## config.mk

```make
export PLATFORM = sky130hd
export DESIGN_NAME = multi_cycle_ctrl_flat
export DESIGN_NICKNAME = d
export VERILOG_FILES = /design/src/rtl/ctrl_pkg.sv /design/src/rtl/multi_cycle_ctrl_if.sv /design/src/rtl/alu_ctrl_dec.sv /design/src/rtl/multi_cycle_ctrl.sv /design/src/flat_wrapper.sv
export SDC_FILE = /design/constraint.sdc
export NUM_CORES = 1
export LEC_CHECK = 0
export BUFFER_PORTS_ARGS = -buffer_cell sky130_fd_sc_hd__buf_2
export CAP_MARGIN = 20
export CORE_ASPECT_RATIO = 0.8
export CORE_UTILIZATION = 44
export DETAILED_ROUTE_END_ITERATION = 12
export HOLD_SLACK_MARGIN = 0.03
export PLACE_DENSITY = 0.78
export SYNTH_ARGS = -nofsm -noshare
export SYNTH_HDL_FRONTEND = slang
export SYNTH_SLANG_ARGS = --single-unit
```

## constraint.sdc

```tcl
create_clock -name clk -period 2.15 [get_ports clk]
set_clock_uncertainty 0.2 [all_clocks]
set_input_delay 0.43 -clock clk [delete_from_list [all_inputs] [get_ports clk]]
set_output_delay 0.43 -clock clk [all_outputs]
set_load 0.03 [all_outputs]
```

## src/rtl/ctrl_pkg.sv

```systemverilog
// Shared encodings for the multicycle MIPS controller: states, opcodes,
// funct codes, ALU operation codes and the per-state output decode.
package ctrl_pkg;

    localparam int unsigned STATE_W = 4;

    localparam logic [2:0] ALU_AND = 3'b000;
    localparam logic [2:0] ALU_OR  = 3'b001;
    localparam logic [2:0] ALU_ADD = 3'b010;
    localparam logic [2:0] ALU_XOR = 3'b011;
    localparam logic [2:0] ALU_NOR = 3'b100;
    localparam logic [2:0] ALU_SUB = 3'b110;
    localparam logic [2:0] ALU_SLT = 3'b111;

    localparam logic [5:0] OP_RTYPE = 6'b000000;
    localparam logic [5:0] OP_LW    = 6'b100011;
    localparam logic [5:0] OP_SW    = 6'b101011;
    localparam logic [5:0] OP_BEQ   = 6'b000100;
    localparam logic [5:0] OP_J     = 6'b000010;
    localparam logic [5:0] OP_ADDI  = 6'b001000;
    localparam logic [5:0] OP_SLTI  = 6'b001010;

    localparam logic [5:0] FN_ADD = 6'b100000;
    localparam logic [5:0] FN_SUB = 6'b100010;
    localparam logic [5:0] FN_AND = 6'b100100;
    localparam logic [5:0] FN_OR  = 6'b100101;
    localparam logic [5:0] FN_XOR = 6'b100110;
    localparam logic [5:0] FN_NOR = 6'b100111;
    localparam logic [5:0] FN_SLT = 6'b101010;

    typedef enum logic [STATE_W-1:0] {
        S_IF       = 4'd0,
        S_ID       = 4'd1,
        S_MEM_ADDR = 4'd2,
        S_MEM_RD   = 4'd3,
        S_WB_LW    = 4'd4,
        S_MEM_WR   = 4'd5,
        S_EX_R     = 4'd6,
        S_WB_R     = 4'd7,
        S_EX_BEQ   = 4'd8,
        S_EX_J     = 4'd9,
        S_EX_I     = 4'd10,
        S_WB_I     = 4'd11
    } state_t;

    typedef struct packed {
        logic       IorD;
        logic       IRWrite;
        logic [1:0] RegDst;
        logic       RegWrite;
        logic [1:0] MemtoReg;
        logic       ALUSrcA;
        logic [1:0] ALUSrcB;
        logic [1:0] PCSource;
        logic       PCWrite;
        logic       PCWriteCond;
        logic       Branch;
        logic [2:0] ALU_operation;
        logic       MemRW;
        logic       CPU_MIO;
    } ctrl_out_t;

    function automatic ctrl_out_t ctrl_decode(input state_t s, input logic [2:0] alu_r,
                                              input logic is_slti);
        ctrl_out_t o;
        o = '0;
        case (s)
            S_IF: begin
                o.CPU_MIO       = 1'b1;
                o.IRWrite       = 1'b1;
                o.ALUSrcB       = 2'b01;
                o.ALU_operation = ALU_ADD;
                o.PCWrite       = 1'b1;
            end
            S_ID: begin
                o.ALUSrcB       = 2'b11;
                o.ALU_operation = ALU_ADD;
            end
            S_EX_R: begin
                o.ALUSrcA       = 1'b1;
                o.ALU_operation = alu_r;
            end
            S_WB_R: begin
                o.RegDst   = 2'b01;
                o.RegWrite = 1'b1;
            end
            S_MEM_ADDR: begin
                o.ALUSrcA       = 1'b1;
                o.ALUSrcB       = 2'b10;
                o.ALU_operation = ALU_ADD;
            end
            S_MEM_RD: begin
                o.CPU_MIO = 1'b1;
                o.IorD    = 1'b1;
            end
            S_WB_LW: begin
                o.MemtoReg = 2'b01;
                o.RegWrite = 1'b1;
            end
            S_MEM_WR: begin
                o.CPU_MIO = 1'b1;
                o.IorD    = 1'b1;
                o.MemRW   = 1'b1;
            end
            S_EX_BEQ: begin
                o.ALUSrcA       = 1'b1;
                o.ALU_operation = ALU_SUB;
                o.PCWriteCond   = 1'b1;
                o.Branch        = 1'b1;
                o.PCSource      = 2'b01;
            end
            S_EX_J: begin
                o.PCSource = 2'b10;
                o.PCWrite  = 1'b1;
            end
            S_EX_I: begin
                o.ALUSrcA       = 1'b1;
                o.ALUSrcB       = 2'b10;
                o.ALU_operation = is_slti ? ALU_SLT : ALU_ADD;
            end
            S_WB_I: begin
                o.RegWrite = 1'b1;
            end
            default: o = '0;
        endcase
        return o;
    endfunction

endpackage

```

## src/rtl/multi_cycle_ctrl_if.sv

```systemverilog
// Controller <-> datapath/memory bundle; master is the controller side.
interface multi_cycle_ctrl_if;

    logic [31:0]                 Inst;
    logic                        zero;
    logic                        MIO_ready;
    logic                        IorD;
    logic                        IRWrite;
    logic [1:0]                  RegDst;
    logic                        RegWrite;
    logic [1:0]                  MemtoReg;
    logic                        ALUSrcA;
    logic [1:0]                  ALUSrcB;
    logic [1:0]                  PCSource;
    logic                        PCWrite;
    logic                        PCWriteCond;
    logic                        Branch;
    logic [2:0]                  ALU_operation;
    logic                        MemRW;
    logic                        CPU_MIO;
    logic [ctrl_pkg::STATE_W-1:0] state;

    modport master (
        input  Inst, zero, MIO_ready,
        output IorD, IRWrite, RegDst, RegWrite, MemtoReg, ALUSrcA, ALUSrcB,
               PCSource, PCWrite, PCWriteCond, Branch, ALU_operation, MemRW,
               CPU_MIO, state
    );

    modport slave (
        output Inst, zero, MIO_ready,
        input  IorD, IRWrite, RegDst, RegWrite, MemtoReg, ALUSrcA, ALUSrcB,
               PCSource, PCWrite, PCWriteCond, Branch, ALU_operation, MemRW,
               CPU_MIO, state
    );

endinterface

```

## src/rtl/alu_ctrl_dec.sv

```systemverilog
// R-type funct decoder: ALU operation code plus a flag for supported functs.
module alu_ctrl_dec
    import ctrl_pkg::*;
(
    input  logic [5:0] i_funct,
    output logic [2:0] o_alu_code,
    output logic       o_valid
);

    always_comb begin
        o_alu_code = ALU_ADD;
        o_valid    = 1'b1;
        case (i_funct)
            FN_ADD:  o_alu_code = ALU_ADD;
            FN_SUB:  o_alu_code = ALU_SUB;
            FN_AND:  o_alu_code = ALU_AND;
            FN_OR:   o_alu_code = ALU_OR;
            FN_XOR:  o_alu_code = ALU_XOR;
            FN_NOR:  o_alu_code = ALU_NOR;
            FN_SLT:  o_alu_code = ALU_SLT;
            default: o_valid    = 1'b0;
        endcase
    end

endmodule

```

## src/rtl/multi_cycle_ctrl.sv

```systemverilog
// Moore control FSM for the multicycle MIPS datapath.
module multi_cycle_ctrl
    import ctrl_pkg::*;
(
    input  logic               clk,
    input  logic               reset,
    multi_cycle_ctrl_if.master bus
);

    state_t    r_state;
    ctrl_out_t r_out;
    state_t    w_next;
    logic [5:0] w_opcode;
    logic [2:0] w_alu_code;
    logic       w_funct_ok;
    logic       w_is_slti;
    logic       w_unused;

    assign w_opcode  = bus.Inst[31:26];
    assign w_is_slti = (w_opcode == OP_SLTI);
    assign w_unused  = ^{bus.zero, bus.Inst[25:6]};

    alu_ctrl_dec u_alu_ctrl_dec (
        .i_funct    (bus.Inst[5:0]),
        .o_alu_code (w_alu_code),
        .o_valid    (w_funct_ok)
    );

    always_comb begin
        w_next = S_IF;
        case (r_state)
            S_IF:       w_next = bus.MIO_ready ? S_ID : S_IF;
            S_ID: begin
                case (w_opcode)
                    OP_RTYPE:       w_next = w_funct_ok ? S_EX_R : S_IF;
                    OP_LW, OP_SW:   w_next = S_MEM_ADDR;
                    OP_BEQ:         w_next = S_EX_BEQ;
                    OP_J:           w_next = S_EX_J;
                    OP_ADDI, OP_SLTI: w_next = S_EX_I;
                    default:        w_next = S_IF;
                endcase
            end
            S_EX_R:     w_next = S_WB_R;
            S_WB_R:     w_next = S_IF;
            S_MEM_ADDR: w_next = (w_opcode == OP_SW) ? S_MEM_WR : S_MEM_RD;
            S_MEM_RD:   w_next = bus.MIO_ready ? S_WB_LW : S_MEM_RD;
            S_WB_LW:    w_next = S_IF;
            S_MEM_WR:   w_next = bus.MIO_ready ? S_IF : S_MEM_WR;
            S_EX_BEQ:   w_next = S_IF;
            S_EX_J:     w_next = S_IF;
            S_EX_I:     w_next = S_WB_I;
            S_WB_I:     w_next = S_IF;
            default:    w_next = S_IF;
        endcase
    end

    // Outputs are the decode of the state being entered, registered alongside it.
    // Inst is held by the IR from ID onward, so the funct/opcode-dependent ALU code
    // captured on entry to EX_R/EX_I matches a live decode of Inst in that state.
    always_ff @(posedge clk or posedge reset) begin
        if (reset) begin
            r_state <= S_IF;
            r_out   <= ctrl_decode(S_IF, ALU_ADD, 1'b0);
        end else begin
            r_state <= w_next;
            r_out   <= ctrl_decode(w_next, w_alu_code, w_is_slti);
        end
    end

    assign bus.state         = r_state;
    assign bus.IorD          = r_out.IorD;
    assign bus.IRWrite       = r_out.IRWrite;
    assign bus.RegDst        = r_out.RegDst;
    assign bus.RegWrite      = r_out.RegWrite;
    assign bus.MemtoReg      = r_out.MemtoReg;
    assign bus.ALUSrcA       = r_out.ALUSrcA;
    assign bus.ALUSrcB       = r_out.ALUSrcB;
    assign bus.PCSource      = r_out.PCSource;
    assign bus.PCWrite       = r_out.PCWrite;
    assign bus.PCWriteCond   = r_out.PCWriteCond;
    assign bus.Branch        = r_out.Branch;
    assign bus.ALU_operation = r_out.ALU_operation;
    assign bus.MemRW         = r_out.MemRW;
    assign bus.CPU_MIO       = r_out.CPU_MIO;

endmodule

```

## src/flat_wrapper.sv

```systemverilog
// flat-port wrapper written by rule: the top's interface ports become plain ports
module multi_cycle_ctrl_flat import ctrl_pkg::*;
  (clk, reset, bus_Inst, bus_zero, bus_MIO_ready, bus_IorD, bus_IRWrite, bus_RegDst, bus_RegWrite, bus_MemtoReg, bus_ALUSrcA, bus_ALUSrcB, bus_PCSource, bus_PCWrite, bus_PCWriteCond, bus_Branch, bus_ALU_operation, bus_MemRW, bus_CPU_MIO, bus_state);
  multi_cycle_ctrl_if bus_i ();
  input  logic clk;
  input  logic reset;
  input wire logic [$bits(bus_i.Inst)-1:0] bus_Inst;
  input wire logic [$bits(bus_i.zero)-1:0] bus_zero;
  input wire logic [$bits(bus_i.MIO_ready)-1:0] bus_MIO_ready;
  output wire logic [$bits(bus_i.IorD)-1:0] bus_IorD;
  output wire logic [$bits(bus_i.IRWrite)-1:0] bus_IRWrite;
  output wire logic [$bits(bus_i.RegDst)-1:0] bus_RegDst;
  output wire logic [$bits(bus_i.RegWrite)-1:0] bus_RegWrite;
  output wire logic [$bits(bus_i.MemtoReg)-1:0] bus_MemtoReg;
  output wire logic [$bits(bus_i.ALUSrcA)-1:0] bus_ALUSrcA;
  output wire logic [$bits(bus_i.ALUSrcB)-1:0] bus_ALUSrcB;
  output wire logic [$bits(bus_i.PCSource)-1:0] bus_PCSource;
  output wire logic [$bits(bus_i.PCWrite)-1:0] bus_PCWrite;
  output wire logic [$bits(bus_i.PCWriteCond)-1:0] bus_PCWriteCond;
  output wire logic [$bits(bus_i.Branch)-1:0] bus_Branch;
  output wire logic [$bits(bus_i.ALU_operation)-1:0] bus_ALU_operation;
  output wire logic [$bits(bus_i.MemRW)-1:0] bus_MemRW;
  output wire logic [$bits(bus_i.CPU_MIO)-1:0] bus_CPU_MIO;
  output wire logic [$bits(bus_i.state)-1:0] bus_state;
  assign bus_i.Inst = bus_Inst;
  assign bus_i.zero = bus_zero;
  assign bus_i.MIO_ready = bus_MIO_ready;
  assign bus_IorD = bus_i.IorD;
  assign bus_IRWrite = bus_i.IRWrite;
  assign bus_RegDst = bus_i.RegDst;
  assign bus_RegWrite = bus_i.RegWrite;
  assign bus_MemtoReg = bus_i.MemtoReg;
  assign bus_ALUSrcA = bus_i.ALUSrcA;
  assign bus_ALUSrcB = bus_i.ALUSrcB;
  assign bus_PCSource = bus_i.PCSource;
  assign bus_PCWrite = bus_i.PCWrite;
  assign bus_PCWriteCond = bus_i.PCWriteCond;
  assign bus_Branch = bus_i.Branch;
  assign bus_ALU_operation = bus_i.ALU_operation;
  assign bus_MemRW = bus_i.MemRW;
  assign bus_CPU_MIO = bus_i.CPU_MIO;
  assign bus_state = bus_i.state;
  multi_cycle_ctrl u_core (.clk(clk), .reset(reset), .bus(bus_i));
endmodule
```

## Word level (Yosys, flattened, before mapping)

Cells that the tools add are included.

| operators by class | value |
|---|---|
| mux-type cells | 23 |
| reductions and logical operators | 13 |
| eq/ne operators | 30 |

Operators with widths:

| kind | number |
|---|---|
| 6-bit == test, second input constant | 9 |
| 4-bit case mux with 7 select lines | 1 |
| 4-bit by 3-bit == test with 1-bit output, second input constant | 6 |
| 4-bit == test, second input constant | 5 |
| 4-bit case mux with 5 select lines | 1 |
| 3-bit case mux with 6 select lines | 1 |
| 4-bit by 2-bit == test with 1-bit output, second input constant | 4 |
| 3-bit 2-to-1 mux | 5 |
| 6-bit by 4-bit == test with 1-bit output, second input constant | 2 |
| 3-bit case mux with 4 select lines | 1 |
| 1-bit 2-to-1 mux | 11 |
| 2-bit OR reduction | 5 |
| 3-bit OR reduction | 3 |
| 4-bit by 1-bit == test with 1-bit output, second input constant | 2 |
| 4-bit zero test | 2 |
| 7-bit OR reduction | 1 |
| 6-bit by 2-bit == test with 1-bit output, second input constant | 1 |
| 6-bit by 3-bit == test with 1-bit output, second input constant | 1 |
| 6-bit zero test | 1 |
| 2-bit case mux with 3 select lines | 1 |
| 2-bit case mux with 2 select lines | 1 |
| 4-bit OR reduction | 1 |
| 2-bit 2-to-1 mux | 1 |

| word-level totals | value |
|---|---|
| input port bits | 36 |
| bits in registers | 22 |
| output and inout bits | 24 |
| word-level logic and storage cells | 81 |

## Longest topological paths before layout

Gate-level depths: netlist (run 1).

| logic depth | value |
|---|---|
| word-level depth | 9 |
| gate-level depth with buffers | 6 |
| depth with buffers taken out | 5 |

## By module

From an unflattened synthesis (run 1), not the netlist that was laid out.

| second synthesis, totals | value |
|---|---|
| cells, all modules | 115 |
| area, all modules | 1191.1 µm² |

By module, submodules not included:

| module | cells an instance | instances | area each (µm²) | seq. area each (µm²) |
|---|---|---|---|---|
| multi_cycle_ctrl | 101 | 1 | 1089.8 | 506.7 |
| alu_ctrl_dec | 14 | 1 | 101.3 | 0.0 |

## Worst setup path after synthesis (run 1)

OpenSTA, ideal clock, no wires.

| timing | value |
|---|---|
| path kind | register -> register |
| start | register u_core.r_state[2], in the netlist u_core.bus.state[2] |
| end | register u_core.r_out, in the netlist u_core.bus.ALU_operation[2] |
| setup time | 74 ps |
| path buffers | 1 |
| data required time | 1876 ps |
| data arrival time | 1748 ps |
| cell stages (with the launch flop) | 7 |
| period minus slack after synthesis | 2022 ps |
| setup slack | 128 ps |
| path through | dfrtp_1 buf_4 nor2b_1 nand3b_1 a31oi_1 or4b_4 o21ai_2 |

| on the way | value |
|---|---|
| longest elaborated chain between the ends | 5 |
| elaborated cells between the ends (all ways) | 16 |
| classes of those cells | 11 x eq/ne; 2 x mux; 3 x reduce/logical |

RTL lines:

| what | line | source |
|---|---|---|
| start, declared | multi_cycle_ctrl.sv:10 | `state_t r_state;` |
| start signal, assigned | multi_cycle_ctrl.sv:65 | `r_state <= w_next;` |
| 4-bit == test (tied with other cells) | multi_cycle_ctrl.sv:31 | `case (r_state)` |
| 4-bit case mux with 7 select lines * | multi_cycle_ctrl.sv:31 |  |
| 4-bit by 1-bit == test with 1-bit output (tied with other cells) | ctrl_pkg.sv:67 | `case (s)` |
| 3-bit OR reduction (no line) | -- |  |
| 3-bit case mux with 4 select lines * | ctrl_pkg.sv:67 |  |
| end signal, assigned | multi_cycle_ctrl.sv:63 | `r_out <= ctrl_decode(S_IF, ALU_ADD, 1'b0);` |
| end signal, assigned | multi_cycle_ctrl.sv:66 | `r_out <= ctrl_decode(w_next, w_alu_code, w_is_slti);` |
| end, declared | multi_cycle_ctrl.sv:11 | `ctrl_out_t r_out;` |

Mark *: on every way between the ends. The rest lies on a longest branch, timed or not.

## Final worst setup path (run 1)

Same ends and word-level chain as after synthesis.

==> results.yml, run 1 <==
outcome:
  status: "finished clean"
floorplan:
  die_w_um: 59.5
  start_util_pct: 46.9
  die_h_um: 48.0
  ioPinCount: 60
  rows: 16
  dieArea_mm2: 0.00286
  core_mm2: 0.00248
yosys:
  synthSimpleGateAreaFrac_pct: 30.8
  synth_compound_area_share_pct: 15.4
  avgSynthCellArea_um2: 10.4
  ys_ff_latch: 21
  muxShareOfSynthArea_pct: 0.860
  synth_top_family_by_area: "simple AND/OR/NAND/NOR gates"
  synth.distinct_cells: 47
  synth_edf_count: 0
  synth-adder-area-share_pct: 0
  async_reset_ff_share_pct: 100
  synth-xor-area-share_pct: 2.26
  synthesis.instances: 112
  synth_warnings: 0
  synthesis.area_mm2: 0.00116
  ys.flop_type: "dfrtp_1"
  synth.yosys.seq_area_share_pct: 45.7
worst_setup_path:
  cp_num_buf_inv: 1
  crit_path_cell_trace: "nor4b_4, buf_4, and4bb_2, or4b_4, o21ai_2"
  worstSetupStartpointType: "flop"
  cpPeakStageDelay_ns: 0.60
  cp_max_fo: 10
  crit_family: "simple AND/OR/NAND/NOR gates"
  arrival_ns: 2.04
  critPathKind: "reg2reg"
  worst_setup_path_end_kind: "flop"
  cp_data_required_time_ns: 2.18
  cpMaxStageDelayCell: "dfrtp_1"
sta:
  min_period_over_period_pct: 93.3
  worst_slew_pin_slew_ns: 0.724
  report.final.slew_viol_count: 0
  hold_viol_final: 0
  maxSlewHeadroom_pct: 51.7
  max_freq_mhz: 498
  setup_violations: 0
  min_period_ns: 2.01
  rsz0062_at_grt: "false"
job:
  maxCapViolCount: 0
grt:
  antenna_found_initial: 0
  grtUsageTotal_pct: 17.1
  grt_pass1_vias: 763
  grt_remaining_overflow: 0
  grt_pass1_wl_mm: 3.50
  grt_max_degree: 22
clock_tree:
  clkTransAtPathRegs_ns: 0.11
  postCtsSetupBuffers: 0
  cts_resized: 0
  cts_inserted_buffers: 3
  cts_tree: "built"
  cts.hold.buffers_added: 0
  root_buffer: "clkbuf_4"
  clock_latency_ns: 0.29
  h-tree-depth: 1
  cts.sinks: 21
  cts.path.max_buffers: 2
place:
  dp_hpwl_mm: 1.84
  gp_congestion: 0.784
  portBuffers: 36
drt:
  dr_total_vias: 961
  post_drt_wl_per_cell_um: 12.1
  dr_wl_met2_mm: 1.12
  ant_nets: 0
  drt_iter0_markers: 22
  drtPass1Iterations: 4
  drt-total-wl_mm: 2.34
  dr_wl_met3_um: 109
  top_layer_used: "met4"
  routed_via_density: 4.98
  wl_met1_mm: 1.08
  drc_errors: 0
layout:
  nets: 194
  area_delta_synth_final_pct: 25.4
  drive_gt1_share_pct: 44.6
  antenna_cells: 0
  final_cell_mix: "buf_2 (36), dfrtp_1 (16), nor2_1 (12)"
  utilization_pct: 58.8
  final_common_cell: "buf_2"
min_path:
  min_path_type: "in2async"
power:
  p_leak_nw: 0.722
  finalPower_w: 0.00131
  p_per_area_mw_per_mm2: 899
  peakVddDrop_mv: 0.309
[cells in the mapped netlist (all sizes together), types with 3 or more instances]
library cell / instances / share of area, %
o21ai: 5 / 2.5
nor3: 3 / 1.3
nor2b: 5 / 2.7
nand2b: 5 / 2.7
nor2: 12 / 3.9
xnor2: 3 / 2.3
nand2: 9 / 3.1
a21oi: 3 / 1.3
dfrtp: 16 / 34
dfstp: 5 / 11
inv: 3 / 0.97
buf: 6 / 3.4
[routing by layer]
| metal | up-vias | track usage [%] |
|---|---|---|
| met5 | - | 0 |
| li1 | 489 | - |
| met4 | 0 | 8.37 |
| met1 | 432 | 23.3 |
| met2 | 38 | 27.9 |
| met3 | 2 | 1.62 |
[cell type report]
| cell class | instances | area, µm² |
|---|---|---|
| Inverter | 3 | 11.3 |
| Fill cell | 242 | 1020 |
| Sequential cell | 21 | 532 |
| Timing Repair Buffer | 47 | 263 |
| Multi-Input combinational cell | 82 | 581 |
| Tap cell | 36 | 45.0 |
| Clock inverter | 1 | 5.00 |
| Clock buffer | 3 | 22.5 |
[sequential cells by signal, summed over array words and instances (netlist names)]
register	count
u_core.bus.state	4
u_core.bus.RegDst	1
u_core.bus.MemRW	1
u_core.bus.MemtoReg	1
u_core.bus.ALUSrcB	2
u_core.bus.RegWrite	1
u_core.bus.PCWrite	1
u_core.bus.IorD	1
u_core.bus.IRWrite	1
u_core.bus.ALU_operation	3
u_core.bus.PCSource	2
u_core.bus.ALUSrcA	1
u_core.bus.Branch	1
u_core.bus.CPU_MIO	1
[cell families after synthesis]
family | Yosys count
AND/OR/NAND/NOR | 54
AO/OA/AOI/OAI | 22
flip-flops | 21
buffers and inverters | 10
XOR/XNOR | 3
multiplexers | 1
other | 1
[power breakdown]
group	leakage, nW	switching [W]	total (W)	internal [W]
logic	0.432	0.000367	0.000603	0.000235
registers	0.272	0.0000322	0.000525	0.000493
clock network	0.0177	0.000114	0.000183	0.0000692
total	0.722	0.000513	0.00131	0.000798
[path summary, 6_finish.rpt]
kind	start	to	slack [ns]	cells past startpoint
worst max-delay path	u_core.bus.state[2]	u_core.bus.ALU_operation[2]	0.14	5
worst min-delay path	reset	u_core.bus.IorD	0.03	2
worst max register to register	u_core.bus.state[2]	u_core.bus.ALU_operation[2]	0.14	5
worst min register to register	u_core.bus.state[0]	u_core.bus.RegDst[0]	0.44	2
max in group asynchronous	reset	u_core.bus.PCSource[0]	1.26	2
min in group clk	bus_MIO_ready	u_core.bus.ALUSrcB[1]	0.27	3
[metrics by stage]
stage / cell area [µm²] / setup TNS (ns) / setup WS (ns) / std cells / hold WS [ns]
floorplan: 1170 / 0 / 0.128 / 113 / 0.203
global placement: 1430 / -0.0172 / -0.0172 / 189 / 0.378
detailed placement: 1430 / -0.0447 / -0.0314 / 189 / 0.390
CTS: 1460 / 0 / 0.145 / 193 / 0.0587
global route: 1460 / 0 / 0.0943 / 193 / 0.116
finish: 1460 / 0 / 0.143 / 193 / 0.0348
Note: power is estimated with default switching activity, not from simulation.
==> run 2, diff against run 1 <==
- clock period: 2.15 -> 2.3 ns (I/O delays scaled with it)
==> run 2 against run 1 <==
  * Count of clock-buffer cells in the layout rose by 1
  * Clock power decreased by 10%
  * Flip-flop and latch count unchanged
  * Highest routed layer unchanged
==> results.yml, run 2 (synthesis results as in run 1) <==
layout:
  area_delta_synth_final_pct: 20.8
  final_cell_mix: "buf_2 (36), dfrtp_1 (16), nor2_1 (12)"
  antenna_cells: 0
  drive_gt1_share_pct: 41.3
  fill_cells: 221
  largest_reg_flops: 4
  final_area_mm2: 0.00141
  nets: 187
  final_common_cell: "buf_2"
clock_tree:
  cts.sinks: 21
  cts_inserted_buffers: 3
  cts.hold.buffers_added: 0
  root_buffer: "clkbuf_4"
  cts_resized: 0
  clock_latency_ns: 0.29
  cts_tree: "built"
  cts.path.max_buffers: 2
  clkTransAtPathRegs_ns: 0.11
  postCtsSetupBuffers: 0
  h-tree-depth: 1
grt:
  grt_max_degree: 22
  grt_remaining_overflow: 0
  grtUsageTotal_pct: 16.5
  grt_pass1_wl_mm: 3.42
  grt_pass1_vias: 762
  antenna_found_initial: 0
worst_setup_path:
  critPathKind: "reg2reg"
  worstSetupStartpointType: "flop"
  rr_worst_depth: 4
  cpMaxStageDelayCell: "dfrtp_1"
  cp_max_fo: 13
  cpPeakStageDelay_ns: 0.55
  r2r-end: "u_core.bus.ALU_operation[2]"
  arrival_ns: 2.13
  r2r_slack_ns: 0.20
  cp_data_required_time_ns: 2.32
  cp-startpoint: "u_core.bus.state[2]"
  r2r-start: "u_core.bus.state[2]"
  worst_setup_path_end_kind: "flop"
  crit_path_cell_trace: "nor4b_4, a32o_2, or4b_4, o21ai_2"
drt:
  drc_errors: 0
  routed_via_density: 5.07
  drtPass1Iterations: 4
  post_drt_wl_per_cell_um: 12.0
  drt-total-wl_mm: 2.23
  ant_nets: 0
  dr_total_vias: 943
  drt_iter0_markers: 20
sta:
  hold_viol_final: 0
  finalSetupTns_ns: 0
  rsz0062_at_grt: "false"
  min_period_ns: 2.10
  min_period_over_period_pct: 91.4
  report.final.slew_viol_count: 0
  maxSlewHeadroom_pct: 52.1
  worst_slew_pin_slew_ns: 0.718
  setup_violations: 0
  holdWs_ns: 0.0691
  max_freq_mhz: 476
floorplan:
  dieArea_mm2: 0.00286
  start_util_pct: 46.9
  core_mm2: 0.00248
  die_h_um: 48.0
  rows: 16
  ioPinCount: 60
  die_w_um: 59.5
place:
  dpl_cell_area_mm2: 0.00138
  portBuffers: 36
  gp_congestion: 0.784
  dp_hpwl_mm: 1.75
power:
  p_leak_nw: 0.685
  p_per_area_mw_per_mm2: 856
  peakVddDrop_mv: 0.286
outcome:
  status: "finished clean"
min_path:
  min_path_type: "in2async"
job:
  maxCapViolCount: 0
[run 2: worst max-delay path by stage]
stage,endpoint,cells past startpoint,slack (ns)
5_1_grt,u_core.bus.PCSource[0],4,0.08
3_5_place_dp,u_core.bus.CPU_MIO,6,0.06
2_1_floorplan,u_core.bus.ALU_operation[2],6,0.28
6_report,u_core.bus.ALU_operation[2],4,0.20
4_1_cts,u_core.bus.ALU_operation[1],4,0.20
3_3_place_gp,u_core.bus.CPU_MIO,6,0.06
[run 2: report_power, final]
group	switching [W]	internal (W)	total, W
Sequential	0.0000325	0.000461	0.000494
Combinational	0.000343	0.000203	0.000546
Clock	0.0000969	0.0000673	0.000164
[run 2: final cells by class]
cell class | instances | area (µm²) | share of cell area (%)
repair buffers | 40 | 210 | 15.0
well taps | 36 | 45.0 | 3.21
clock buffers | 4 | 26.3 | 1.87
flip-flops and latches | 21 | 532 | 37.8
multi-input cells | 82 | 581 | 41.3
inverters | 3 | 11.3 | 0.801
[run 2: metal layers]
| layer | vias up | share of wire [%] | global-route usage (%) |
|---|---|---|---|
| met5 | - | 0 | 0 |
| met4 | 0 | 0.85 | 8.37 |
| met3 | 2 | 4.2 | 0.811 |
| met2 | 29 | 46 | 26.3 |
| met1 | 440 | 49 | 23.3 |
| li1 | 472 | - | - |
[run 2: worst max-delay path: cells and delay by family (launching register included)]
kind	cells	cell delay, ns
AOI/OAI and AO/OA	2	0.39
DFF	1	0.55
and+or+nand+nor	2	0.90
[run 2: through the flow]
step	total power, W	utilization (%)	instances	setup WS, ns
floorplan	0.000905	-	113	0.278
global placement	0.00104	55.5	182	0.0621
detailed placement	0.00104	55.5	182	0.0646
CTS	0.00121	56.6	186	0.199
global route	0.00129	56.6	186	0.0753
finish	0.00120	56.6	186	0.197
